<file path="src/rtl/muldiv_pkg.sv">
// Shared constants for the multiply/divide sequencer: op codes, FSM states,
// divider iteration count and a sign-correction helper.
package muldiv_pkg;

  localparam int DIV_ITER = 32;

  localparam logic [2:0] OP_NONE  = 3'd0;
  localparam logic [2:0] OP_MULT  = 3'd1;
  localparam logic [2:0] OP_MULTU = 3'd2;
  localparam logic [2:0] OP_DIV   = 3'd3;
  localparam logic [2:0] OP_DIVU  = 3'd4;
  localparam logic [2:0] OP_MTHI  = 3'd5;
  localparam logic [2:0] OP_MTLO  = 3'd6;

  typedef enum logic [1:0] {
    ST_IDLE = 2'd0,
    ST_MUL  = 2'd1,
    ST_DIV  = 2'd2
  } state_t;

  function automatic logic [31:0] neg_if(input logic [31:0] v, input logic neg);
    return neg ? -v : v;
  endfunction

endpackage

</file>
<file path="src/rtl/div_iter.sv">
// 32-bit restoring divider datapath: one step per step_i, results of the
// current step are presented combinationally so the caller can commit them.
module div_iter (
  input  logic        clk,
  input  logic        rst,
  input  logic        load_i,
  input  logic        step_i,
  input  logic [31:0] dividend_i,
  input  logic [31:0] divisor_i,
  output logic [31:0] quot_o,
  output logic [31:0] rem_o
);

  logic [31:0] rem_q, rem_d;
  logic [31:0] quot_q, quot_d;
  logic [31:0] dvsr_q;
  logic [32:0] shifted, diff;

  // quot_q starts as the dividend; its MSBs shift out as quotient bits shift in.
  always_comb begin
    shifted = {rem_q, quot_q[31]};
    diff    = shifted - {1'b0, dvsr_q};
    if (!diff[32]) begin
      rem_d  = diff[31:0];
      quot_d = {quot_q[30:0], 1'b1};
    end else begin
      rem_d  = shifted[31:0];
      quot_d = {quot_q[30:0], 1'b0};
    end
  end

  always_ff @(posedge clk) begin
    if (rst) begin
      rem_q  <= 32'd0;
      quot_q <= 32'd0;
      dvsr_q <= 32'd0;
    end else if (load_i) begin
      rem_q  <= 32'd0;
      quot_q <= dividend_i;
      dvsr_q <= divisor_i;
    end else if (step_i) begin
      rem_q  <= rem_d;
      quot_q <= quot_d;
    end
  end

  assign quot_o = quot_d;
  assign rem_o  = rem_d;

endmodule

</file>
<file path="src/rtl/muldiv_ctrl.sv">
// HI/LO owner and sequencer for mult/multu/div/divu/mthi/mtlo with stall logic.
// Optional MULDIV_DIV0_FAST_EN: divide by zero completes at the accept edge.
module muldiv_ctrl
  import muldiv_pkg::*;
#(
  parameter int MUL_LAT = 2
) (
  input  logic        clk,
  input  logic        rst,
  input  logic        op_valid,
  input  logic [2:0]  op_type,
  input  logic [31:0] src_a,
  input  logic [31:0] src_b,
  output logic        op_ready,
  input  logic        rd_hi_req,
  input  logic        rd_lo_req,
  output logic [31:0] rd_data,
  output logic        stall,
  output logic        busy,
  output logic [31:0] hi,
  output logic [31:0] lo
);

  state_t      state_q, state_d;
  logic [5:0]  cnt_q, cnt_d;
  logic [31:0] hi_q, hi_d, lo_q, lo_d;
  logic [31:0] ma_q, ma_d, mb_q, mb_d;
  logic        msgn_q, msgn_d, qneg_q, qneg_d, rneg_q, rneg_d;

  logic        accept, is_mul, is_div, div_sgn, a_neg, b_neg, div0_fast;
  logic        div_load, div_step;
  logic [31:0] abs_a, abs_b, quot, rem;
  logic signed [32:0] mul_a, mul_b;
  logic signed [63:0] prod;

  assign accept  = op_valid & op_ready;
  assign is_mul  = (op_type == OP_MULT) | (op_type == OP_MULTU);
  assign is_div  = (op_type == OP_DIV)  | (op_type == OP_DIVU);
  assign div_sgn = (op_type == OP_DIV);
  assign a_neg   = div_sgn & src_a[31];
  assign b_neg   = div_sgn & src_b[31];
  assign abs_a   = neg_if(src_a, a_neg);
  assign abs_b   = neg_if(src_b, b_neg);

`ifdef MULDIV_DIV0_FAST_EN
  assign div0_fast = (src_b == 32'd0);
`else
  assign div0_fast = 1'b0;
`endif

  // 33x33 signed product; the low 64 bits are all HI/LO needs.
  assign mul_a = {msgn_q & ma_q[31], ma_q};
  assign mul_b = {msgn_q & mb_q[31], mb_q};
  assign prod  = 64'(mul_a) * 64'(mul_b);

  always_ff @(posedge clk) begin
    if (rst) state_q <= ST_IDLE;
    else     state_q <= state_d;
  end

  always_comb begin
    state_d = state_q;
    case (state_q)
      ST_IDLE: begin
        if (accept && is_mul)                 state_d = ST_MUL;
        else if (accept && is_div && !div0_fast) state_d = ST_DIV;
      end
      ST_MUL, ST_DIV: if (cnt_q == 6'd0) state_d = ST_IDLE;
      default: state_d = ST_IDLE;
    endcase
  end

  always_comb begin
    op_ready = (state_q == ST_IDLE);
    busy     = (state_q != ST_IDLE);
  end

  always_comb begin
    cnt_d    = cnt_q;
    hi_d     = hi_q;
    lo_d     = lo_q;
    ma_d     = ma_q;
    mb_d     = mb_q;
    msgn_d   = msgn_q;
    qneg_d   = qneg_q;
    rneg_d   = rneg_q;
    div_load = 1'b0;
    div_step = 1'b0;
    case (state_q)
      ST_IDLE: begin
        if (accept && is_mul) begin
          ma_d   = src_a;
          mb_d   = src_b;
          msgn_d = (op_type == OP_MULT);
          cnt_d  = 6'(MUL_LAT - 1);
        end else if (accept && is_div) begin
          qneg_d = a_neg ^ b_neg;
          rneg_d = a_neg;
          if (div0_fast) begin
            lo_d = neg_if(32'hFFFF_FFFF, a_neg ^ b_neg);
            hi_d = neg_if(abs_a, a_neg);
          end else begin
            div_load = 1'b1;
            cnt_d    = 6'(DIV_ITER - 1);
          end
        end else if (accept && op_type == OP_MTHI) begin
          hi_d = src_a;
        end else if (accept && op_type == OP_MTLO) begin
          lo_d = src_a;
        end
      end
      ST_MUL: begin
        if (cnt_q == 6'd0) {hi_d, lo_d} = prod;
        else               cnt_d = cnt_q - 6'd1;
      end
      ST_DIV: begin
        div_step = 1'b1;
        if (cnt_q == 6'd0) begin
          lo_d = neg_if(quot, qneg_q);
          hi_d = neg_if(rem, rneg_q);
        end else begin
          cnt_d = cnt_q - 6'd1;
        end
      end
      default: ;
    endcase
  end

  always_ff @(posedge clk) begin
    if (rst) begin
      cnt_q  <= 6'd0;
      hi_q   <= 32'd0;
      lo_q   <= 32'd0;
      ma_q   <= 32'd0;
      mb_q   <= 32'd0;
      msgn_q <= 1'b0;
      qneg_q <= 1'b0;
      rneg_q <= 1'b0;
    end else begin
      cnt_q  <= cnt_d;
      hi_q   <= hi_d;
      lo_q   <= lo_d;
      ma_q   <= ma_d;
      mb_q   <= mb_d;
      msgn_q <= msgn_d;
      qneg_q <= qneg_d;
      rneg_q <= rneg_d;
    end
  end

  div_iter u_div_iter (
    .clk        (clk),
    .rst        (rst),
    .load_i     (div_load),
    .step_i     (div_step),
    .dividend_i (abs_a),
    .divisor_i  (abs_b),
    .quot_o     (quot),
    .rem_o      (rem)
  );

  // Reads only ever see committed HI/LO; in-flight results are never bypassed.
  assign rd_data = rd_hi_req ? hi_q : lo_q;
  assign stall   = (op_valid & ~op_ready) | ((rd_hi_req | rd_lo_req) & busy);
  assign hi      = hi_q;
  assign lo      = lo_q;

endmodule

</file>
<file path="config.mk">
export PLATFORM = sky130hd
export DESIGN_NAME = muldiv_ctrl
export DESIGN_NICKNAME = d
export VERILOG_FILES = /design/src/rtl/muldiv_pkg.sv /design/src/rtl/div_iter.sv /design/src/rtl/muldiv_ctrl.sv
export SDC_FILE = /design/constraint.sdc
export NUM_CORES = 2
export LEC_CHECK = 0
export ABC_CLOCK_PERIOD_IN_PS = 12900
export BUFFER_PORTS_ARGS = -buffer_cell sky130_fd_sc_hd__buf_2
export CAP_MARGIN = 25
export CORE_UTILIZATION = 51
export DETAILED_ROUTE_END_ITERATION = 6
export PLACE_DENSITY = 0.75
export SLEW_MARGIN = 0
export SYNTH_ARGS = -nofsm -noshare
export SYNTH_HDL_FRONTEND = slang
export SYNTH_SLANG_ARGS = --single-unit
</file>
<file path="constraint.sdc">
create_clock -name clk -period 12.9 [get_ports clk]
set_clock_uncertainty 0.05 [all_clocks]
set_input_delay 2.58 -clock clk [delete_from_list [all_inputs] [get_ports clk]]
set_output_delay 2.58 -clock clk [all_outputs]
set_load 0.01 [all_outputs]
</file>
==> metrics.md <==
| Metric | Value |
|---|---|
| Antenna-violating nets left | 0 |
| H-tree depth | 1 |
| Most common flop cell mapped by yosys | dfxtp_1 |
| Hold-fix buffers at CTS | 0 |
| Final setup TNS | 0 ns |
| Final Hold Viols | 0 |
| Cell taking the most area after synthesis | fa_1 |
| WP data arrival | 9.85 ns |
| Mapped Area | 53800 um^2 |
| Worst setup margin | 3.48 ns |
| Core area | 104000 um^2 |
| CTS tree | yes |
| Fin crit period | 9.42 ns |
| Layout cells sized above 1 | 6.29% |
| Vias | 43895 |
| MaxCap Viol Count | 0 |
| Slew HR | 18.6% |
| Run status | complete, no violations |
| Fillcell total | 9546 |
| Peak VDD IR | 0.0965 mV |
| Count leader, synth | inv_1 |
| Synth Area per Inst | 8.52 um^2 |
| Ys async rst share | 0% |
| Number of enable flip-flop cells after synthesis | 0 |
| Routed WL per cell | 20.3 um |
| Initial antenna violation count | 15 |
| CTS root buffer | clkbuf_16 |
| Die height | 327 um |
| GRT Total Usage | 29.4% |
| Largest net degree at the start of global routing | 103 |
| Hold Path Class | flip-flop to flip-flop |
| Required time at the worst-slack endpoint | 13.33 ns |
| Iteration-0 DRC Markers | 3614 |
| Setup Viol. Count Final | 0 |
| # clock sinks | 235 |
| Gpl congestion | 0.998 |
| Placed Area | 55500 um^2 |
| Final core occ | 54.2% |
| Largest cells by area after synthesis | fa_1 (42%), dfxtp_1 (8.7%), inv_1 (8.4%), nand2_1 (7.1%), ha_1 (5.9%) |
| Share of the synthesized area in the top cell type | 41.9% |
| Critical Path Fanout Max | 13 |
| Hold WS | 0.404 ns |
| IO Count | 171 |
| Detailed placer's ending HPWL | 125 mm |
| Initial Util | 51.7% |
| Synth Instances | 6311 |
| CP dominant cell by count | fa_1 |
| Buffer count from post-CTS setup fixing | 0 |
| FF+latch area | 4720 um^2 |
| Area of the multi-input gates | 43100 um^2 |
| DR pass1 iterations | 6 |
| Final net count | 7655 |
| CP max stage delay | 0.86 ns |
| Commonest cells in the netlist | inv_1 (1200), fa_1 (1126), nand2_1 (1014), clkbuf_1 (361), and2_1 (356) |
| Slew @ Worst Pin | 1.22 ns |
| Vias in the first global route | 44919 |
| Static Leak | 26.3 nW |
| Power density cells | 52.0 nW/um^2 |
| # port buffers | 170 |
| Critical path class | flip-flop to flip-flop |
| Clock tree buffer depth | 3 |
| Final-report max-slew violation count | 0 |
| Reg2reg setup slack | 3.48 ns |
| Global route total overflow | 0 |
| Net Count, Synth | 7763 |
| Final period util | 73.0% |
| Setup crit start kind | flip-flop |
| Post-route cell area | 56400 um^2 |
| Clock latency on the worst-skew pair | 0.57 ns |
| RSZ-0062 raised after global routing | false |
| First-pass GRT wire length | 248 mm |
| Unique masters post-synth | 91 |
| Die ar. | 107000 um^2 |
| Sequential share of the synthesized area | 8.75% |
| Clock slew at reported path FFs | 0.06 ns |
| Critical Path Sink Type | flip-flop |
| CTS Buf Count | 27 |
| Critical-path top delay cell | fa_1 |
| Via density | 5.77 |
| Cts repair resizes | 0 |
| Syn. warnings | 0 |
| Dpl ws | 3.59 ns |
| DRC viols | 0 |
| Cell Rows | 118 |
| FMAX | 106 MHz |
| Final WL | 155 mm |
| Die Span X | 327 um |
| Synthesis-to-finish area growth | 4.98% |
| Yosys reg bits | 235 |
[flip-flops by register name, summed over array words and instances, names as in the netlist]
name / flops
qneg_q: 1
u_div_iter.rem_q: 32
ma_q: 32
hi: 32
cnt_q: 6
state_q: 2
rneg_q: 1
lo: 32
mb_q: 32
msgn_q: 1
u_div_iter.quot_q: 32
u_div_iter.dvsr_q: 32
[stage by stage]
step	power (W)	cells
global placement	0.00210	7551
CTS	0.00289	7599
finish	0.00293	7611
detailed placement	0.00211	7552
global route	0.00306	7607
floorplan	0.00171	6311
[cell families after synthesis]
| group | share of synthesized area (%) |
|---|---|
| compound gates | 10.3 |
| xor+xnor | 3.23 |
| fa+ha+maj | 47.8 |
| buf+inv | 11.1 |
| flops | 8.75 |
| mux | 1.89 |
| simple gates | 16.8 |
[where the power goes]
| part | total (W) | internal, W | switching (W) |
|---|---|---|---|
| Clock | 0.000789 | 0.000446 | 0.000343 |
| Sequential | 0.000860 | 0.000776 | 0.0000838 |
| Combinational | 0.00129 | 0.000435 | 0.000850 |
[final timing paths]
kind,cells after the start,from,to
worst max register to register,28,ma_q[31],hi[31]
worst max-delay path,28,ma_q[31],hi[31]
worst min register to register,2,ma_q[1],ma_q[1]
worst min-delay path,2,ma_q[1],ma_q[1]
[cells in the final DEF (no fill, tap or decap), types with 14 or more instances in the layout]
cell type / netlist / routed
a2111oi_0: 14 / 14
xor2_1: 73 / 73
nand2b_1: 24 / 24
a31oi_1: 20 / 20
buf_4: 1 / 75
nor2_1: 302 / 302
o21bai_1: 16 / 15
dfxtp_1: 235 / 224
and3_1: 31 / 31
mux2_2: 38 / 38
nor3_1: 68 / 68
ha_1: 254 / 251
buf_2: 13 / 169
xnor2_1: 125 / 125
a211oi_1: 98 / 98
nand2_1: 1014 / 1013
a311oi_1: 21 / 21
o211ai_1: 21 / 21
fa_1: 1126 / 1126
and2_1: 356 / 356
nand4_1: 19 / 19
o31ai_1: 34 / 34
o21ai_0: 117 / 117
a21o_1: 42 / 41
a21oi_1: 269 / 268
nor4_1: 18 / 18
nand3_1: 43 / 43
or2_2: 17 / 17
o21a_1: 26 / 26
a221oi_1: 38 / 38
inv_1: 1200 / 1200
or4_1: 16 / 16
clkbuf_16: 0 / 27
mux2i_1: 59 / 59
or3_1: 38 / 38
[final cells by class]
type	instances	area share (%)
Multi-Input combinational cell	4490	76.4
Sequential cell	235	8.36
Inverter	1201	7.99
Tap cell	1380	3.06
Timing Repair Buffer	248	2.63
Clock buffer	35	1.32
Clock inverter	12	0.215
Antenna cell	10	0.0443
[worst max-delay path, delay by kind of cell, from the launching register on]
kind            cells  cell delay, ns
compound gates      3            0.76
fa+ha+maj           9            4.65
buf+inv             7            1.04
flops               1            0.32
simple gates        9            2.47
[routing by layer]
layer | wire (um) | vias up | global-route usage [%]
li1 | - | 19291 | -
met3 | 12400 | 350 | 3.75
met5 | 26 | - | 0
met2 | 72700 | 1932 | 47.8
met4 | 6950 | 4 | 11.7
met1 | 62400 | 22318 | 39.9
Note: power is estimated with default switching activity, not from simulation.
